## src/rtl/pc_fetch_unit_pkg.sv

```systemverilog
// Shared definitions for the PC fetch stage: reset/exception addresses,
// redirect-buffer state encoding and request-priority encoding.
package pc_fetch_unit_pkg;

    localparam logic [31:0] RESET_PC   = 32'h0000_0000;
    localparam logic [31:0] EXC_VECTOR = 32'h0000_0180;

    // RUN: no redirect buffered; PEND: a redirect is waiting for the stall to release.
    typedef enum logic {
        ST_RUN  = 1'b0,
        ST_PEND = 1'b1
    } state_e;

    // Live request, ordered so that a larger value means a higher priority.
    typedef enum logic [1:0] {
        REQ_NONE = 2'd0,
        REQ_JUMP = 2'd1,
        REQ_BR   = 2'd2,
        REQ_EXC  = 2'd3
    } req_e;

    // Collapse the three redirect strobes into a single prioritised request.
    function automatic req_e encode_req(input logic exc, input logic br, input logic jump);
        if (exc)       return REQ_EXC;
        else if (br)   return REQ_BR;
        else if (jump) return REQ_JUMP;
        else           return REQ_NONE;
    endfunction

    // Target address belonging to a prioritised request.
    function automatic logic [31:0] req_target(input req_e r,
                                               input logic [31:0] br_target,
                                               input logic [31:0] jump_target);
        case (r)
            REQ_EXC: return EXC_VECTOR;
            REQ_BR:  return br_target;
            default: return jump_target;
        endcase
    endfunction

endpackage

```

## src/rtl/pc_fetch_unit_if.sv

```systemverilog
// Fetch-stage bus: redirect/stall requests in, imem address and controls out.
interface pc_fetch_unit_if;
    logic        hold;
    logic        br_taken;
    logic [31:0] br_target;
    logic        jump;
    logic [31:0] jump_target;
    logic        exc;
    logic [31:0] pc;
    logic [31:0] pc_plus4;
    logic        imem_hold;
    logic        imem_clr;
    logic [31:0] pc_id;
    logic        valid_id;
    logic        misalign_err;

    // Pipeline control side: drives stalls and redirects, observes the fetch stage.
    modport master (
        output hold, br_taken, br_target, jump, jump_target, exc,
        input  pc, pc_plus4, imem_hold, imem_clr, pc_id, valid_id, misalign_err
    );

    // Fetch unit side.
    modport slave (
        input  hold, br_taken, br_target, jump, jump_target, exc,
        output pc, pc_plus4, imem_hold, imem_clr, pc_id, valid_id, misalign_err
    );
endinterface

```

## src/rtl/pc_fetch_unit_redirect_buf.sv

```systemverilog
// Pending-redirect buffer: captures redirects that arrive during a stall and
// merges the buffered request with the live one when the stall releases.
module pc_redirect_buf
    import pc_fetch_unit_pkg::*;
(
    input  logic        clk,
    input  logic        rst_n,
    input  logic        hold,
    input  req_e        live_req,
    input  logic [31:0] live_target,
    output logic        apply_valid,
    output logic [31:0] apply_target,
    output logic        pend_valid
);

    state_e      state_q, state_d;
    logic [31:0] pend_target_q, pend_target_d;
    logic        pend_exc_q, pend_exc_d;
    logic        pend_valid_q, pend_valid_d;

    logic live_valid;
    logic live_exc;

    assign live_valid = (live_req != REQ_NONE);
    assign live_exc   = (live_req == REQ_EXC);
    assign pend_valid = pend_valid_q;

    // Merge live and buffered redirects; only issued on an unstalled cycle.
    always_comb begin
        apply_valid  = 1'b0;
        apply_target = live_target;
        if (!hold) begin
            if (state_q == ST_PEND) begin
                apply_valid = 1'b1;
                // Live exception > buffered exception > live branch/jump > buffer.
                if (live_exc)
                    apply_target = live_target;
                else if (pend_exc_q)
                    apply_target = pend_target_q;
                else if (live_valid)
                    apply_target = live_target;
                else
                    apply_target = pend_target_q;
            end else if (live_valid) begin
                apply_valid = 1'b1;
            end
        end
    end

    // Buffer state: newest redirect wins, except a buffered exception is sticky.
    always_comb begin
        state_d       = state_q;
        pend_target_d = pend_target_q;
        pend_exc_d    = pend_exc_q;
        pend_valid_d  = pend_valid_q;
        case (state_q)
            ST_RUN: begin
                if (hold && live_valid) begin
                    pend_target_d = live_target;
                    pend_exc_d    = live_exc;
                    pend_valid_d  = 1'b1;
                    state_d       = ST_PEND;
                end
            end
            ST_PEND: begin
                if (hold) begin
                    if (live_valid && (live_exc || !pend_exc_q)) begin
                        pend_target_d = live_target;
                        pend_exc_d    = live_exc;
                    end
                end else begin
                    pend_valid_d = 1'b0;
                    pend_exc_d   = 1'b0;
                    state_d      = ST_RUN;
                end
            end
            default: state_d = ST_RUN;
        endcase
    end

    // Register buffer state; reset drops any pending redirect.
    always_ff @(posedge clk or negedge rst_n) begin
        if (!rst_n) begin
            state_q       <= ST_RUN;
            pend_target_q <= 32'h0;
            pend_exc_q    <= 1'b0;
            pend_valid_q  <= 1'b0;
        end else begin
            state_q       <= state_d;
            pend_target_q <= pend_target_d;
            pend_exc_q    <= pend_exc_d;
            pend_valid_q  <= pend_valid_d;
        end
    end

endmodule

```

## src/rtl/pc_fetch_unit.sv

```systemverilog
// PC generation stage ahead of the instruction memory: holds the PC, picks the
// next fetch address, drives imem hold/clr and tracks the PC of the
// instruction currently presented by imem.
module pc_fetch_unit
    import pc_fetch_unit_pkg::*;
(
    input  logic          clk,
    input  logic          rst_n,
    pc_fetch_unit_if.slave bus
);

    logic [31:0] pc_q, pc_d;
    logic [31:0] pc_id_q, pc_id_d;
    logic        valid_id_q, valid_id_d;
    logic        misalign_q, misalign_d;

    req_e        live_req;
    logic [31:0] live_target;
    logic        redirect;
    logic [31:0] redirect_target;
    logic        pend_valid;

    assign live_req    = encode_req(bus.exc, bus.br_taken, bus.jump);
    assign live_target = req_target(live_req, bus.br_target, bus.jump_target);

    pc_redirect_buf u_redirect_buf (
        .clk          (clk),
        .rst_n        (rst_n),
        .hold         (bus.hold),
        .live_req     (live_req),
        .live_target  (live_target),
        .apply_valid  (redirect),
        .apply_target (redirect_target),
        .pend_valid   (pend_valid)
    );

    // Redirects only fire when unstalled, so clr and hold are never both high.
    assign bus.imem_clr     = redirect;
    assign bus.imem_hold    = bus.hold && !redirect;
    assign bus.pc           = pc_q;
    assign bus.pc_plus4     = pc_q + 32'd4;
    assign bus.pc_id        = pc_id_q;
    assign bus.valid_id     = valid_id_q;
    assign bus.misalign_err = misalign_q;

    // Next-PC selection and the PC/valid pair that tracks imem's registered output.
    always_comb begin
        pc_d       = pc_q;
        pc_id_d    = pc_id_q;
        valid_id_d = valid_id_q;
        misalign_d = misalign_q;
        if (!bus.hold) begin
            if (redirect) begin
                pc_d       = {redirect_target[31:2], 2'b00};
                pc_id_d    = 32'h0;
                valid_id_d = 1'b0;
                misalign_d = misalign_q | (redirect_target[1:0] != 2'b00);
            end else begin
                pc_d       = pc_q + 32'd4;
                pc_id_d    = pc_q;
                valid_id_d = 1'b1;
            end
        end
    end

    // PC and fetch-tracking state.
    always_ff @(posedge clk or negedge rst_n) begin
        if (!rst_n) begin
            pc_q       <= RESET_PC;
            pc_id_q    <= 32'h0;
            valid_id_q <= 1'b0;
            misalign_q <= 1'b0;
        end else begin
            pc_q       <= pc_d;
            pc_id_q    <= pc_id_d;
            valid_id_q <= valid_id_d;
            misalign_q <= misalign_d;
        end
    end

endmodule

```

## src/flat_wrapper.sv

```systemverilog
// flat-port wrapper written by rule: the top's interface ports become plain ports
module pc_fetch_unit_flat import pc_fetch_unit_pkg::*;
  (clk, rst_n, bus_hold, bus_br_taken, bus_br_target, bus_jump, bus_jump_target, bus_exc, bus_pc, bus_pc_plus4, bus_imem_hold, bus_imem_clr, bus_pc_id, bus_valid_id, bus_misalign_err);
  pc_fetch_unit_if bus_i ();
  input  logic clk;
  input  logic rst_n;
  input wire logic [$bits(bus_i.hold)-1:0] bus_hold;
  input wire logic [$bits(bus_i.br_taken)-1:0] bus_br_taken;
  input wire logic [$bits(bus_i.br_target)-1:0] bus_br_target;
  input wire logic [$bits(bus_i.jump)-1:0] bus_jump;
  input wire logic [$bits(bus_i.jump_target)-1:0] bus_jump_target;
  input wire logic [$bits(bus_i.exc)-1:0] bus_exc;
  output wire logic [$bits(bus_i.pc)-1:0] bus_pc;
  output wire logic [$bits(bus_i.pc_plus4)-1:0] bus_pc_plus4;
  output wire logic [$bits(bus_i.imem_hold)-1:0] bus_imem_hold;
  output wire logic [$bits(bus_i.imem_clr)-1:0] bus_imem_clr;
  output wire logic [$bits(bus_i.pc_id)-1:0] bus_pc_id;
  output wire logic [$bits(bus_i.valid_id)-1:0] bus_valid_id;
  output wire logic [$bits(bus_i.misalign_err)-1:0] bus_misalign_err;
  assign bus_i.hold = bus_hold;
  assign bus_i.br_taken = bus_br_taken;
  assign bus_i.br_target = bus_br_target;
  assign bus_i.jump = bus_jump;
  assign bus_i.jump_target = bus_jump_target;
  assign bus_i.exc = bus_exc;
  assign bus_pc = bus_i.pc;
  assign bus_pc_plus4 = bus_i.pc_plus4;
  assign bus_imem_hold = bus_i.imem_hold;
  assign bus_imem_clr = bus_i.imem_clr;
  assign bus_pc_id = bus_i.pc_id;
  assign bus_valid_id = bus_i.valid_id;
  assign bus_misalign_err = bus_i.misalign_err;
  pc_fetch_unit u_core (.clk(clk), .rst_n(rst_n), .bus(bus_i));
endmodule
```

## config.mk

```make
export PLATFORM = sky130hd
export DESIGN_NAME = pc_fetch_unit_flat
export DESIGN_NICKNAME = d
export VERILOG_FILES = /design/src/rtl/pc_fetch_unit_pkg.sv /design/src/rtl/pc_fetch_unit_if.sv /design/src/rtl/pc_fetch_unit_redirect_buf.sv /design/src/rtl/pc_fetch_unit.sv /design/src/flat_wrapper.sv
export SDC_FILE = /design/constraint.sdc
export NUM_CORES = 1
export LEC_CHECK = 0
export ABC_CLOCK_PERIOD_IN_PS = 3200
export CAP_MARGIN = 10
export CORE_ASPECT_RATIO = 1.75
export CORE_MARGIN = 2
export CORE_UTILIZATION = 40
export DETAILED_ROUTE_END_ITERATION = 16
export PLACE_DENSITY_LB_ADDON = 0.12
export REMOVE_ABC_BUFFERS = 1
export SLEW_MARGIN = 20
export SYNTH_ARGS = -nofsm -noshare
export SYNTH_HDL_FRONTEND = slang
export SYNTH_SLANG_ARGS = --single-unit
```

## constraint.sdc

```tcl
create_clock -name clk -period 3.2 [get_ports clk]
set_clock_uncertainty 0.1 [all_clocks]
set_input_delay 0.8 -clock clk [delete_from_list [all_inputs] [get_ports clk]]
set_output_delay 0.8 -clock clk [all_outputs]
set_load 0.05 [all_outputs]
```

## Word-level counts from Yosys, hierarchy flattened

Index checks and enable logic that the tools add are counted.

- Register bits: 100
- Input bits: 70
- Output and inout port bits: 100
- Word-level logic and storage cells: 54

- Add/sub/neg operators: 1
- Equal/unequal tests: 6
- Muxes and demuxes: 26
- Bitwise logic cells: 3
- Reduce and logical (&&, ||, !) cells: 11

Operators with widths:

| cell | number |
|---|---|
| $mux 32 | 10 |
| $pmux 32 s2 | 2 |
| $add 32x3->32 const B | 1 |
| $mux 1 | 10 |
| $eq 2x2->1 const B | 2 |
| $mux 2 | 2 |
| $ne 2x2->1 const B | 2 |
| $pmux 1 s2 | 2 |
| $reduce_and 2->1 | 2 |
| $reduce_bool 2->1 | 2 |
| $logic_and 1x1->1 | 3 |
| $ne 3x2->1 const B | 1 |
| $reduce_and 3->1 | 1 |
| $logic_not 1->1 | 2 |
| $ne 2x1->1 const B | 1 |
| $not 1->1 | 2 |
| $logic_or 1x1->1 | 1 |
| $or 1x1->1 | 1 |

## Logic depth before layout (Yosys ltp)

- Depth after elaboration: 12
- Gate-level depth with buffers: 8
- Mapped depth without buffers: 6

## Cells and area by module

A second synthesis with hierarchy kept.

- Cell total of the unflattened synthesis: 632
- Area, all modules: 6078.3 um^2

By module, submodules not included:

| module | instances | cells an instance | area an instance (um^2) | sequential area each (um^2) |
|---|---|---|---|---|
| pc_fetch_unit | 1 | 510 | 4330.4 | 1576.5 |
| pc_redirect_buf | 1 | 122 | 1747.9 | 875.8 |

## Least setup slack after synthesis

OpenSTA, ideal clock, no wires.

- Path type: reg2out
- Start: register u_core.pc_q[13] (netlist: u_core.bus.pc[13])
- End: output port bus_pc_plus4[30]
- Arrival: 2.539 ns
- Required time: 2.300 ns
- Setup slack: -0.239 ns
- Stages on the path, launching flop included: 7
- Cell sequence: dfrtp_1 -> buf_2 -> nand4_2 -> nor3_4 -> buf_6 -> nand4_1 -> xnor2_1

- Longest elaborated chain between the ends: 1

Ends and longest elaborated chain:

| element | RTL line | source |
|---|---|---|
| start: declaration | pc_fetch_unit.sv:12 | `logic [31:0] pc_q, pc_d;` |
| start signal: assignment | pc_fetch_unit.sv:74 | `pc_q <= pc_d;` |
| $add 32x3->32 | pc_fetch_unit.sv:41 | `assign bus.pc_plus4 = pc_q + 32'd4;` |
| end: declaration | flat_wrapper.sv:14 | `output wire logic [$bits(bus_i.pc_plus4)-1:0] bus_pc_plus4;` |

Every way passes these cells.

## Worst setup path in the final report

- Start: register u_core.pc_q[21] (netlist: u_core.bus.pc[21])
- End: output port bus_pc_plus4[29]

Same word-level chain as after synthesis.

==> metrics.csv <==
metric,value,unit
leading area contributor after synthesis,dfrtp_1,
pwr dens,465.9,mW/mm²
hold path depth,1,
core area,0.01376,mm²
Vias,5041,
antenna violations before repair,0,
clock buffer depth,2,
R2R cell count,5,
register area,0.002434,mm²
post-synthesis mux area share,11.49,%
drt pass-1 iters,5,
Hold Path Sink,u_core.bus.misalign_err$_DFFE_PN0P_,
die width,93.24,µm
iteration-0 DRC count of the detailed router,334,
Synth Area in Simple Gates,18.00,%
Placer Congestion,0.7909,
fill cell count,1179,
share of cells above drive strength 1,16.87,%
DR WL/cell,18.51,µm
CP endpoint kind,primary output,
ys async rst share,100.0,%
setup TNS,0,ns
main combinational cell family by area after synthesis,simple AND/OR/NAND/NOR gates,
vias in the first global route,5179,
Die Area,0.01493,mm²
CP startpoint kind,register,
Multi-input gate area,0.002942,mm²
pre-CTS setup slack,0.1406,ns
clk_lat worst skew,0.34,ns
DRC viols,0,
GRT Util Overall,23.25,%
flip-flop and latch count after synthesis,97,
Netlist Area Pre-Place,0.005574,mm²
WP buf/inv,1,
fin crit share,97.42,%
cell family with most CP delay,simple AND/OR/NAND/NOR gates,
Worst Hold Launch,u_core.bus.misalign_err$_DFFE_PN0P_,
critical-path cell list,nand2_1 > nor2_1 > nand4_1 > xnor2_1 > buf_12,
placed wire-length estimate,12.45,mm
reg2reg setup slack,1.04,ns
CP max FO,7,
Slew @ Worst Pin,0.6780,ns
Die H,160.2,µm
# diodes,0,
TritonCTS buffer count,9,
Post-Synth XOR/XNOR Area,4.400,%
Layout Cell Area excl Fill,0.008095,mm²
port buffer count,165,
reg-to-reg endpoint,u_core.bus.pc[4]$_DFFE_PN0N_,
largest net degree at the start of global routing,59,
sequential share of the synthesized area,43.55,%
CTS H-tree depth,3,
hold slack,0.3722,ns
worst hold path class,register to register,
Crit-path slowest cell,dfrtp_1,
antenna-violating nets left,0,
Clock Sinks,97,
# nets final,807,
Rows,57,
Synth area leaders,"dfrtp_1 (44%), mux2i_1 (6.6%), nand2_1 (4.8%)",
critical path class,register to primary output,
RSZ-0062 raised after global routing,no,
final hold viol count,0,
Rel. slew slack,54.80,%
clk slew on worst S/H paths,0.07,ns
max_cap viols,0,
final setup margin,0.08240,ns
Post-synth EDFFs,0,
CP required,2.30,ns
fmax,320.8,MHz
area share of the largest cell type after synthesis,43.55,%
"Top FF cell, synth",dfrtp_1,
first-pass GRT wire length,27.23,mm
Initial Utilization,40.50,%
Final Setup Violations,0,
Post-Synth Adder-Cell Area,0.2245,%
Synth Area in Compound Gates,16.90,%
synth warn,0,
Crit Reg-Reg Startpoint,u_core.u_redirect_buf.state_q$_DFF_PN0_,
"Min Clock Period, post-route",3.118,ns
area grow syn2layout,45.23,%
Cells after Synth,577,
worst stage delay on the critical path,0.52,ns
Root Driver,clkbuf_16,
grt ovf,0,
post-synth cell types,59,
Mean Syn Cell Area,9.660,µm²
final WL,16.99,mm
outcome,completed,
I/O pin cnt,170,
leak pwr,0.003549,µW
worst vdd ir,0.3208,mV
Via-to-Cell Ratio,5.491,
Placed Area,0.007710,mm²
CP arrival,2.22,ns
CTS tree,yes,
Max Slew Vio Count,0,
[flip-flops by register name, indices dropped and copies added (netlist names)]
| register | count |
|---|---|
| u_core.bus.misalign_err | 1 |
| u_core.u_redirect_buf.state_q | 1 |
| u_core.u_redirect_buf.pend_target_q | 32 |
| u_core.u_redirect_buf.pend_exc_q | 1 |
| u_core.bus.pc_id | 31 |
| u_core.bus.pc | 30 |
| u_core.bus.valid_id | 1 |
[area by class of cell]
type	count	share of cell area (%)
multi-input combinational	421	36.34
sequential	97	30.06
timing repair buffer	202	26.96
clock inverter	5	0.6801
inverter	5	0.2318
tap	177	2.736
clock buffer	11	2.998
[layer usage]
layer	vias up	GRT usage (%)	wire length (µm)
li1	2376	-	-
met1	2463	28.47	6592
met2	181	41.14	9076
met3	21	3.962	980
met4	0	7.086	339
met5	-	0	0
[stage by stage]
| stage | std cells | total power [µW] | util, % |
|---|---|---|---|
| finish | 918 | 3771 | 58.81 |
| floorplan | 523 | 2080 | - |
| detailed placement | 900 | 2694 | 56.01 |
| global route | 918 | 3932 | 58.81 |
| CTS | 917 | 3793 | 58.48 |
| global placement | 900 | 2670 | 56.01 |
[report_power, final]
part           internal [µW]  switching, µW  total [µW]
clock network            625            467        1090
logic                    510            724        1230
registers               1330            114        1450
[cell usage after synthesis, types with 2 or more instances]
cell      number
nor2_1        44
mux2_2         6
clkbuf_1      21
o22ai_1        2
o32a_1         3
dfrtp_1       97
nand3_2        2
buf_2         26
o21ai_0       32
o221ai_1       5
inv_1          5
nand2b_1       2
o21ai_1        3
mux2_1        18
a21o_1        13
o31ai_1       10
o311ai_1       2
a22o_1        13
nand4_2        5
buf_1          2
nor2b_1        3
nor4_1         4
xnor2_1       21
buf_4          7
a21oi_1       20
nor4_2         2
nor3b_1        2
nand4_1        8
nand3b_1       7
nand2_1       71
and2_1         4
nor3_2         2
nor3_1        14
o21a_1         2
mux2i_1       37
xor2_1         7
a211oi_1       2
a211o_1        9
nand3_1       12
a221o_1        6
a22oi_1        8
[how the worst max path moves through the flow]
stage                     depth (start not counted)                             to                           from
final                                             5               bus_pc_plus4[29]  u_core.bus.pc[21]$_DFFE_PN0N_
after global routing                              6               bus_pc_plus4[30]  u_core.bus.pc[18]$_DFFE_PN0N_
after CTS                                         6               bus_pc_plus4[27]  u_core.bus.pc[10]$_DFFE_PN0N_
after detailed placement                          4                   bus_imem_clr                       bus_jump
after global placement                            4                   bus_imem_clr                       bus_jump
after floorplan                                   5  u_core.bus.pc[27]$_DFFE_PN0N_                       bus_jump
[cells by family after synthesis]
group | after synthesis
AOI/OAI and AO/OA | 135
xor gates and xnor gates | 28
adders and majority gates | 1
buffers and inverters | 62
DFF | 97
muxes | 61
other | 1
and+or+nand+nor | 192
[layout by cell type, fill, tap and decap left out, types with 3 or more instances in the layout]
cell	n
a211o_1	9
a21o_1	13
a21oi_1	20
a221o_1	6
a22o_1	13
a22oi_1	8
and2_1	4
buf_12	27
buf_4	40
clkbuf_16	9
clkdlybuf4s50_1	133
conb_1	4
dfrtp_1	92
dfrtp_2	5
inv_1	5
mux2_1	18
mux2_2	6
mux2i_1	37
nand2_1	70
nand3_1	11
nand3_2	3
nand3b_1	7
nand4_1	8
nand4_2	5
nor2_1	43
nor2b_1	3
nor3_1	14
nor4_1	3
o21ai_0	32
o21ai_1	3
o221ai_1	5
o31ai_1	10
o32a_1	3
xnor2_1	16
xnor2_2	5
xor2_1	7
[worst reg2reg max path, cell delays in order (launching register included)]
cell and delay [ns]:
dfrtp_1 0.49, nor4_4 0.06, nor2_1 0.41, nand2_1 0.50, buf_4 0.33, o221ai_1 0.17
[repair_timing]
| action | 4_1_cts | 5_1_grt |
|---|---|---|
| gates cloned | 0 | 0 |
| endpoints found under the hold margin | 0 | 0 |
| buffers inserted | 1 | 1 |
| pin swaps | 1 | 1 |
| hold buffers | 0 | 0 |
| setup endpoints to repair | 6 | 14 |
| gates resized for setup | 6 | 10 |
No activity file was read; power rests on OpenSTA's default activity.
